**config.mk**
```make
export PLATFORM = sky130hd
export DESIGN_NAME = dqpsk_iq_mapper
export DESIGN_NICKNAME = d
export VERILOG_FILES = /design/src/rtl/dqpsk_iq_mapper.sv
export SDC_FILE = /design/constraint.sdc
export NUM_CORES = 1
export LEC_CHECK = 0
export ABC_AREA = 1
export BUFFER_PORTS_ARGS = -buffer_cell sky130_fd_sc_hd__buf_2
export CAP_MARGIN = 20
export CORE_ASPECT_RATIO = 1.5
export CORE_MARGIN = 1.5
export CORE_UTILIZATION = 45
export CTS_CLUSTER_DIAMETER = 100
export DETAILED_ROUTE_END_ITERATION = 12
export PLACE_DENSITY_LB_ADDON = 0.15
export SETUP_SLACK_MARGIN = 0.05
export SLEW_MARGIN = 25
export SYNTH_ARGS = -nofsm -noshare
export SYNTH_HDL_FRONTEND = slang
export SYNTH_SLANG_ARGS = --single-unit
```
**constraint.sdc**
```tcl
create_clock -name clk -period 2.6 [get_ports clk]
set_clock_uncertainty 0.05 [all_clocks]
set_input_delay 0.26 -clock clk [delete_from_list [all_inputs] [get_ports clk]]
set_output_delay 0.26 -clock clk [all_outputs]
set_load 0.02 [all_outputs]
```
**src/rtl/dqpsk_iq_mapper.sv**
```systemverilog
`default_nettype none
// ============================================================================
// Module   : dqpsk_iq_mapper
// Purpose  : Maps differentially-encoded DQPSK dibits onto signed I/Q
//            constellation points and upsamples them to SPS samples per
//            symbol, either by holding the point or by zero-stuffing.
//            Symbol-rate gaps (underruns) are flagged and counted.
// Revision : 1.0  initial release
// ============================================================================
module dqpsk_iq_mapper #(
  parameter int SPS        = 8,
  parameter int DW         = 12,
  parameter int AMP        = 1447,
  parameter int ZERO_STUFF = 0
) (
  input  logic                 clk,
  input  logic                 rstn,
  input  logic [1:0]           in_sym,
  input  logic                 in_valid,
  output logic                 in_ready,
  output logic signed [DW-1:0] out_i,
  output logic signed [DW-1:0] out_q,
  output logic                 out_valid,
  output logic                 sym_start,
  output logic                 underrun,
  output logic [15:0]          underrun_cnt
);

  // Counter wide enough for 0..SPS-1; SPS=1 still needs one bit.
  localparam int                     CW       = (SPS > 1) ? $clog2(SPS) : 1;
  localparam logic [CW-1:0]          CNT_LAST = CW'(SPS - 1);
  localparam logic signed [DW-1:0]   POS      = DW'(AMP);
  localparam logic signed [DW-1:0]   NEG      = -POS;

  localparam logic [0:0] ST_IDLE   = 1'b0;
  localparam logic [0:0] ST_ACTIVE = 1'b1;

  logic [0:0]           state;
  logic [0:0]           state_nxt;
  logic [CW-1:0]        cnt;
  logic [CW-1:0]        cnt_nxt;
  logic signed [DW-1:0] pt_i;
  logic signed [DW-1:0] pt_q;
  logic signed [DW-1:0] pt_i_nxt;
  logic signed [DW-1:0] pt_q_nxt;
  logic signed [DW-1:0] out_i_nxt;
  logic signed [DW-1:0] out_q_nxt;
  logic                 valid_nxt;
  logic                 start_nxt;
  logic                 sample_en;
  logic                 at_last;
  logic                 xfer;
  logic                 underrun_evt;

  // The last sample of a symbol is the only point where a new one can enter.
  assign at_last  = (state == ST_ACTIVE) && (cnt == CNT_LAST);
  assign in_ready = rstn && ((state == ST_IDLE) || at_last);
  assign xfer     = in_valid && in_ready;

  // State register, sample counter, held point and registered outputs.
  always_ff @(posedge clk) begin
    if (!rstn) begin
      state     <= ST_IDLE;
      cnt       <= '0;
      pt_i      <= '0;
      pt_q      <= '0;
      out_i     <= '0;
      out_q     <= '0;
      out_valid <= 1'b0;
      sym_start <= 1'b0;
    end else begin
      state     <= state_nxt;
      cnt       <= cnt_nxt;
      pt_i      <= pt_i_nxt;
      pt_q      <= pt_q_nxt;
      out_i     <= out_i_nxt;
      out_q     <= out_q_nxt;
      out_valid <= valid_nxt;
      sym_start <= start_nxt;
    end
  end

  // Next-state: walk the sample counter, reload or drop to IDLE at the end.
  always_comb begin
    state_nxt    = state;
    cnt_nxt      = cnt;
    underrun_evt = 1'b0;
    case (state)
      ST_IDLE: begin
        if (xfer) begin
          state_nxt = ST_ACTIVE;
          cnt_nxt   = '0;
        end
      end
      ST_ACTIVE: begin
        if (at_last) begin
          cnt_nxt = '0;
          if (!xfer) begin
            state_nxt    = ST_IDLE;
            underrun_evt = 1'b1;
          end
        end else begin
          cnt_nxt = cnt + CW'(1);
        end
      end
      default: begin
        state_nxt = ST_IDLE;
        cnt_nxt   = '0;
      end
    endcase
  end

  // Decide which samples carry the point: all of them, or only the first.
  generate
    if (ZERO_STUFF != 0) begin : g_zero_stuff
      assign sample_en = start_nxt;
    end else begin : g_hold
      assign sample_en = valid_nxt;
    end
  endgenerate

  // Output decode: constellation lookup on transfer and next-cycle samples.
  always_comb begin
    pt_i_nxt = pt_i;
    pt_q_nxt = pt_q;
    if (xfer) begin
      // Bit 0 selects the I sign, bit 1 the Q sign (Gray-ordered quadrants).
      pt_i_nxt = in_sym[0] ? NEG : POS;
      pt_q_nxt = in_sym[1] ? NEG : POS;
    end
    valid_nxt = (state_nxt == ST_ACTIVE);
    start_nxt = valid_nxt && (cnt_nxt == '0);
    out_i_nxt = sample_en ? pt_i_nxt : '0;
    out_q_nxt = sample_en ? pt_q_nxt : '0;
  end

  // Sticky underrun flag and saturating event counter.
  always_ff @(posedge clk) begin
    if (!rstn) begin
      underrun     <= 1'b0;
      underrun_cnt <= '0;
    end else if (underrun_evt) begin
      underrun <= 1'b1;
      if (underrun_cnt != 16'hFFFF) begin
        underrun_cnt <= underrun_cnt + 16'd1;
      end
    end
  end

endmodule
`default_nettype wire

```
==> metrics.cfg, run 1 <==
[outcome]
status=complete, no violations

[finish]
drive_gt1_frac=0.2633
layout_commonest_cell=nand2_1
area.growth.synth_to_final_pct=16.95
diodes=0
final_util=0.5448
final_cell_mix=nand2_1 (74), dfxtp_1 (70), nor2_1 (67), buf_2 (48), inv_1 (24)
nets=399

[power]
p_sw_frac=0.2435
p_int_uw=1588
ir_worst_vdd_mv=0.2305
p_comb_frac=0.068
totalPowerFinal_uw=2099
p_sw_uw=511.1
seqPwrFrac=0.534
power_density_nw_per_um2=666.0
p_leak_uw=0.001462
p_clk_frac=0.398

[logic_synthesis]
syn_area_per_cell_um2=7.880
synth_area_um2=2695
async_flop_share=0
synth_seq_cells=70
seq_area_frac_synth=0.5200
ys_warn_count=0
synth_edf_count=0
yosys.area.top_type=dfxtp_1
synth_cells=342
synthFlopType=dfxtp_1
yosys.cell_types.count=27
synthTopCellsByArea=dfxtp_1 (52%), nand2_1 (10%), nor2_1 (9.3%)
syn-num-nets=350
synth_top_area_frac=0.5200

[placement]
post-place-ws_ns=0.6187
place_congestion=0.7852
portBuffers=48
post-dp-hpwl_um=3554

[floorplan]
die_y_um=97.78
start_util=0.4658
num_rows=34
core_um2=5786
die_w_um=66.19
dieArea_um2=6472
io_pins=49

[clock_network]
post_cts_buffers=0
cts_hold_buf=0
tritoncts=built
clkTransAtPathRegs_ns=0.07
cts-root-buf=clkbuf_8
cts_buffers=9
htree_levels=3
cts.sinks=70
clock_latency_ns=0.34
clockBufferDepth=2
ctsResizeCount=0

[worst_hold_path]
hp-start=rstn
min_path_type=input pin to flop
whs_path_depth=3
whs_endpoint=underrun_cnt[13]$_SDFFE_PN0P_

[global_route]
antenna_found_initial=0
overflow=0
grt_max_degree=32
grt_pass1_vias=2108
track_usage=0.1819
grt_pass1_wl_um=9108

[detailed_routing]
viasPerCell=4.717
first_pass_iters=4
ant_nets=0
drt_iter0_drc=145
wirelength_um=5142
drc=0
wl_per_cell_um=11.01
vias=2203

[timing]
relSlewSlack=0.7069
hold_violations=0
period_share=0.7613
clock.fmax_mhz=505.2
worstMarginPinSlew_ns=0.4397
period_minus_slack_ns=1.980
setup_viol=0
fin_setup_tns_ns=0
finalMaxSlewViolations=0
grt_setup_unrepaired=false
setup_ws_ns=0.6205

[critical_path]
critPathRequiredTime_ns=2.79
cp_top_family=simple AND/OR/NAND/NOR gates
critPathBufInv=1
arrival_ns=2.16
worstReg2RegStart=cnt[0]$_SDFF_PN0_
cp-start-kind=flop
endpoint_kind=flop
reg2reg_slack_ns=0.62
timing.rr.end=underrun_cnt[15]$_SDFFE_PN0P_
worst_path_max_delay_cell=nor2_4
r2r_cells=10
worstPathMaxFanout=25
cpPeakStageDelay_ns=0.34
crit_chain=ha_1 -> ha_1 -> inv_1 -> nand2_1 -> nand3_4 -> nand2_4 -> nor2_4 -> nand3_1 -> nand2_1 -> nor2_1
crit_type=flop to flop

[job]
cap_violations=0

[tightest hold or removal path, delay by kind of cell]
family	cells	cell delay, ns
AND/OR/NAND/NOR	2	0.11
buffers and inverters	1	0.17
[flip-flops by register name, indices dropped and copies added (netlist names)]
register,count
underrun_cnt,16
out_i,12
out_q,12
pt_i,12
pt_q,12
cnt,3
state,1
sym_start,1
underrun,1
[synthesized netlist by cell type (2+ instances only)]
master and n:
inv_1 24, ha_1 3, xnor2_1 2, inv_2 12, o21ai_0 15, nand3_1 12
nand4_1 6, buf_6 3, nor2_4 2, a21oi_2 5, xor2_1 3, dfxtp_1 70
a21oi_1 11, nor2_1 67, nand2_1 74, buf_2 4, nand2_2 10, nor2_2 7
clkbuf_1 4
[metrics by stage]
stage                     hold WS [ns]  area, µm²  instances
after floorplan                 0.3308       2695        342
after global placement          0.3997       2964        452
after detailed placement        0.4025       2964        452
after CTS                       0.1816       3152        467
after global routing            0.1982       3152        467
final                           0.1901       3152        467
[layout make-up]
| type | instances | area (µm²) |
|---|---|---|
| Clock buffer | 9 | 123.9 |
| Clock inverter | 6 | 63.81 |
| Fill cell | 576 | 2634 |
| Inverter | 36 | 135.1 |
| Multi-Input combinational cell | 225 | 1090 |
| Sequential cell | 70 | 1401 |
| Tap cell | 72 | 90.09 |
| Timing Repair Buffer | 49 | 247.7 |
[cell families (layout without fill, tap and decap cells)]
kind of cell               count (synthesis)  count (layout)  synth area share
AOI/OAI and AO/OA                         34              34           0.07567
DFF                                       70              70            0.5200
buffers and inverters                     47             100           0.07567
xor gates and xnor gates                   5               5           0.01625
adders and majority gates                  3               3           0.01393
and+or+nand+nor                          183             183            0.2985
[power groups by stage]
| stage | Sequential [µW] | Combinational, µW | Clock [µW] |
|---|---|---|---|
| 4_1_cts | 1120 | 145 | 863 |
| 3_3_place_gp | 1150 | 142 | 0 |
| 5_1_grt | 1120 | 162 | 895 |
| 3_5_place_dp | 1150 | 144 | 0 |
| 2_1_floorplan | 1170 | 82.8 | 0 |
| 6_report | 1120 | 142 | 836 |
[worst max path at each step]
stage                                      start                             to  depth (start not counted)
floorplan           underrun_cnt[0]$_SDFFE_PN0P_   underrun_cnt[2]$_SDFFE_PN0P_                          9
global placement               cnt[0]$_SDFF_PN0_           out_i[10]$_SDFF_PN0_                          9
detailed placement             cnt[0]$_SDFF_PN0_  underrun_cnt[15]$_SDFFE_PN0P_                         10
CTS                            cnt[0]$_SDFF_PN0_  underrun_cnt[15]$_SDFFE_PN0P_                         10
global route                   cnt[0]$_SDFF_PN0_            pt_i[10]$_SDFF_PN0_                          9
finish                         cnt[0]$_SDFF_PN0_  underrun_cnt[15]$_SDFFE_PN0P_                         10
[per-layer routing]
layer,up-vias,share of wire,global-route usage
met1,990,0.42,0.2025
li1,1151,-,-
met5,-,0,0
met3,11,0.042,0.03687
met2,51,0.51,0.3138
met4,0,0.026,0.1005
Note: power is estimated with default switching activity, not from simulation.
==> inputs of run 2 (changes only) <==
ABC_AREA = 0   (was 1)
clock period = 1.8 ns   (was 2.6 ns; I/O delays follow)
==> run 2 against run 1 <==
The run now ends with setup timing left. Worst hold slack worse by 0.030 ns. Register-to-register slack worse by 0.69 ns. Non-clock buffer count is 42 higher. Area after synthesis is 6.6% lower. Clock power is 88% higher. Die area is 6.3% lower. Synthesized cell count is 23% lower. First-iteration DRC count is 35% lower. Critical endpoint is now underrun_cnt[9]$_SDFFE_PN0P_. Highest routed layer unchanged.
==> metrics.cfg, run 2 <==
[timing]
clock.fmax_mhz=533.9  ; +5.7%
hold_violations=0  ; unchanged
fin_setup_tns_ns=-0.2841  ; -0.2841 ns
relSlewSlack=0.5750  ; -0.1318
setup_ws_ns=-0.07295  ; -0.6934 ns
worstMarginPinSlew_ns=0.6368  ; +0.1971 ns
period_minus_slack_ns=1.873  ; -0.1066 ns
setup_viol=8  ; +8
period_share=1.041  ; +0.2792
finalMaxSlewViolations=0  ; unchanged
grt_setup_unrepaired=true

[placement]
post-dp-hpwl_um=3681  ; +3.6%
place_congestion=0.8189  ; +4.3%
portBuffers=48  ; unchanged
post-place-ws_ns=-0.1960  ; -0.8147 ns
dp.cells=402  ; -11%

[finish]
drive_gt1_frac=0.4174  ; +0.1541
stdcell_count=427  ; -8.6%
largest_reg_flops=16  ; unchanged
area.growth.synth_to_final_pct=45.18
largest-register=underrun_cnt
fill_cells=459  ; -20%
diodes=0  ; unchanged
final_cell_mix=dfxtp_1 (62), buf_2 (49), nand2_1 (38), buf_4 (37), a21oi_1 (33)
layout_commonest_cell=dfxtp_1
nets=360  ; -9.8%
final_util=0.6706  ; +0.1258

[logic_synthesis]
synth_xor_area_frac=0  ; -0.01625
syn_area_per_cell_um2=9.500  ; +21%
yosysMostFrequentCell=dfxtp_1
synth_mux_area_frac=0.02386  ; +0.02386
ys_top_cells_by_count=dfxtp_1 (70), nand2_1 (40), a21oi_1 (36), o21a_1 (12)
yosys.area.top_type=dfxtp_1
synth_edf_count=0  ; unchanged
synthAdderAreaFrac=0.01491  ; +0.0009830
synthTopCellsByArea=dfxtp_1 (56%), a21oi_1 (7.2%), nand2_1 (6.0%)
synthFlopType=dfxtp_1
ys_warn_count=0  ; unchanged
synth_simple_gate_area_frac=0.1938  ; -0.1047
synth_top_area_frac=0.5567  ; +0.03670
async_flop_share=0  ; unchanged
synth_area_um2=2517  ; -6.6%
synth_compound_area_frac=0.1814  ; +0.1057
syn-num-nets=273  ; -22%
seq_area_frac_synth=0.5567  ; +0.03670
synth_cells=265  ; -23%
synth_seq_cells=70  ; unchanged
yosys.cell_types.count=40  ; +48%
synth_top_family_by_area=simple AND/OR/NAND/NOR gates

[floorplan]
die_y_um=94.61  ; -3.2%
io_pins=49  ; unchanged
num_rows=33  ; -2.9%
die_w_um=64.07  ; -3.2%
core_um2=5450  ; -5.8%
start_util=0.4619  ; -0.003939
dieArea_um2=6061  ; -6.3%

[clock_network]
tritoncts=built
cts.sinks=70  ; unchanged
clockBufferDepth=2  ; unchanged
cts_buffers=9  ; unchanged
clock_latency_ns=0.34  ; about the same
htree_levels=3  ; unchanged
cts-root-buf=clkbuf_8
cts_hold_buf=0  ; unchanged
clkTransAtPathRegs_ns=0.09  ; +0.02 ns

[worst_hold_path]
whs_endpoint=out_i[8]$_SDFF_PN0_
min_path_type=input pin to flop
hp-start=in_sym[0]
whs_path_depth=3  ; unchanged

[critical_path]
endpoint_kind=flop
critPathRequiredTime_ns=2.02  ; -0.77 ns
arrival_ns=2.10  ; -0.06 ns
crit_type=flop to flop
worstReg2RegStart=cnt[0]$_SDFF_PN0_
worstPathMaxFanout=4  ; -84%
timing.rr.end=underrun_cnt[9]$_SDFFE_PN0P_
cp-start-kind=flop
reg2reg_slack_ns=-0.07  ; -0.69 ns
r2r_cells=6  ; -4

[global_route]
grt_pass1_vias=2074  ; -1.6%
grt_pass1_wl_um=9108  ; unchanged
antenna_found_initial=0  ; unchanged
overflow=0  ; unchanged
grt_max_degree=27  ; -16%
track_usage=0.1931  ; +0.01124

[power]
power_density_nw_per_um2=942.1  ; +41%
p_leak_uw=0.001512  ; +3.4%
ir_worst_vdd_mv=0.5147  ; +120%

[detailed_routing]
drc=0  ; unchanged
wl_met2_um=3171  ; +21%
met1_length_um=2459  ; +13%
wirelength_um=5917  ; +15%
viasPerCell=5.255  ; +11%
ant_nets=0  ; unchanged
top_layer=met4
drt_iter0_drc=94  ; -35%
vias=2244  ; +1.9%
wl_per_cell_um=13.86  ; +26%
first_pass_iters=6  ; +2
dr_wl_met3_um=185  ; -15%

[outcome]
violations=setup timing
status=finished with violations

[job]
cap_violations=0  ; unchanged

run 2: cell types whose count changed after synthesis, moves of 9 or more:
cell	change
o21ai_0	-12
nand2_1	-34
nand2_2	-9
inv_1	-21
nor2_1	-57
o21a_1	+12
nand2b_1	+9
a21oi_1	+25
inv_2	-11
a211oi_1	+10
run 2: routing by layer:
layer / global-route usage / up-vias
met3: 0.04887 / 9
met5: 0 / -
met4: 0.08877 / 0
met2: 0.3498 / 47
met1: 0.2080 / 1059
li1: - / 1129
run 2: final cells by class:
cell class	count	area (µm²)	area share
well taps	70	87.58	0.02396
inverters	4	15.01	0.004108
clock inverters	7	125.1	0.03423
repair buffers	91	601.8	0.1647
multi-input cells	176	1285	0.3516
flip-flops and latches	70	1416	0.3875
clock buffers	9	123.9	0.03389
run 2: cell families after synthesis:
| kind of cell | after synthesis |
|---|---|
| AND/OR/NAND/NOR | 94 |
| AO/OA/AOI/OAI | 73 |
| flip-flops | 70 |
| buffers and inverters | 19 |
| multiplexers | 6 |
| adder cells (fa/ha/maj) | 3 |
run 2: worst max-delay path by stage:
stage,from,to,cells past startpoint
after floorplan,cnt[0]$_SDFF_PN0_,underrun_cnt[9]$_SDFFE_PN0P_,6
after global placement,cnt[1]$_SDFF_PN0_,underrun_cnt[9]$_SDFFE_PN0P_,6
after detailed placement,cnt[1]$_SDFF_PN0_,underrun_cnt[9]$_SDFFE_PN0P_,6
after CTS,cnt[0]$_SDFF_PN0_,underrun_cnt[9]$_SDFFE_PN0P_,6
after global routing,cnt[0]$_SDFF_PN0_,underrun_cnt[14]$_SDFFE_PN0P_,7
final,cnt[0]$_SDFF_PN0_,underrun_cnt[9]$_SDFFE_PN0P_,6
run 2: worst max-delay path: stages, from the launching register on:
cell,delay (ns)
dfxtp_2,0.36
ha_4,0.14
ha_4,0.14
nand2_4,0.05
or4b_4,0.50
or4_4,0.43
a21oi_2,0.14
run 2: timing repair:
action	CTS	global route
setup buffers	1	6
setup endpoints to repair	43	60
gates resized for setup	20	23
cloned	0	2
pin swaps	6	7
run 2: report_power, final:
part	total (µW)	switching, µW	internal [µW]
Combinational	259	162	96.4
Sequential	1610	17.8	1600
Clock	1570	630	940
run 2: metrics by stage:
| step | power, µW | area (µm²) | hold WS [ns] |
|---|---|---|---|
| floorplan | 1792 | 2596 | 0.3408 |
| global placement | 1872 | 3120 | 0.3823 |
| detailed placement | 1875 | 3120 | 0.3927 |
| CTS | 3438 | 3472 | 0.1473 |
| global route | 3581 | 3655 | 0.1690 |
| finish | 3443 | 3655 | 0.1598 |
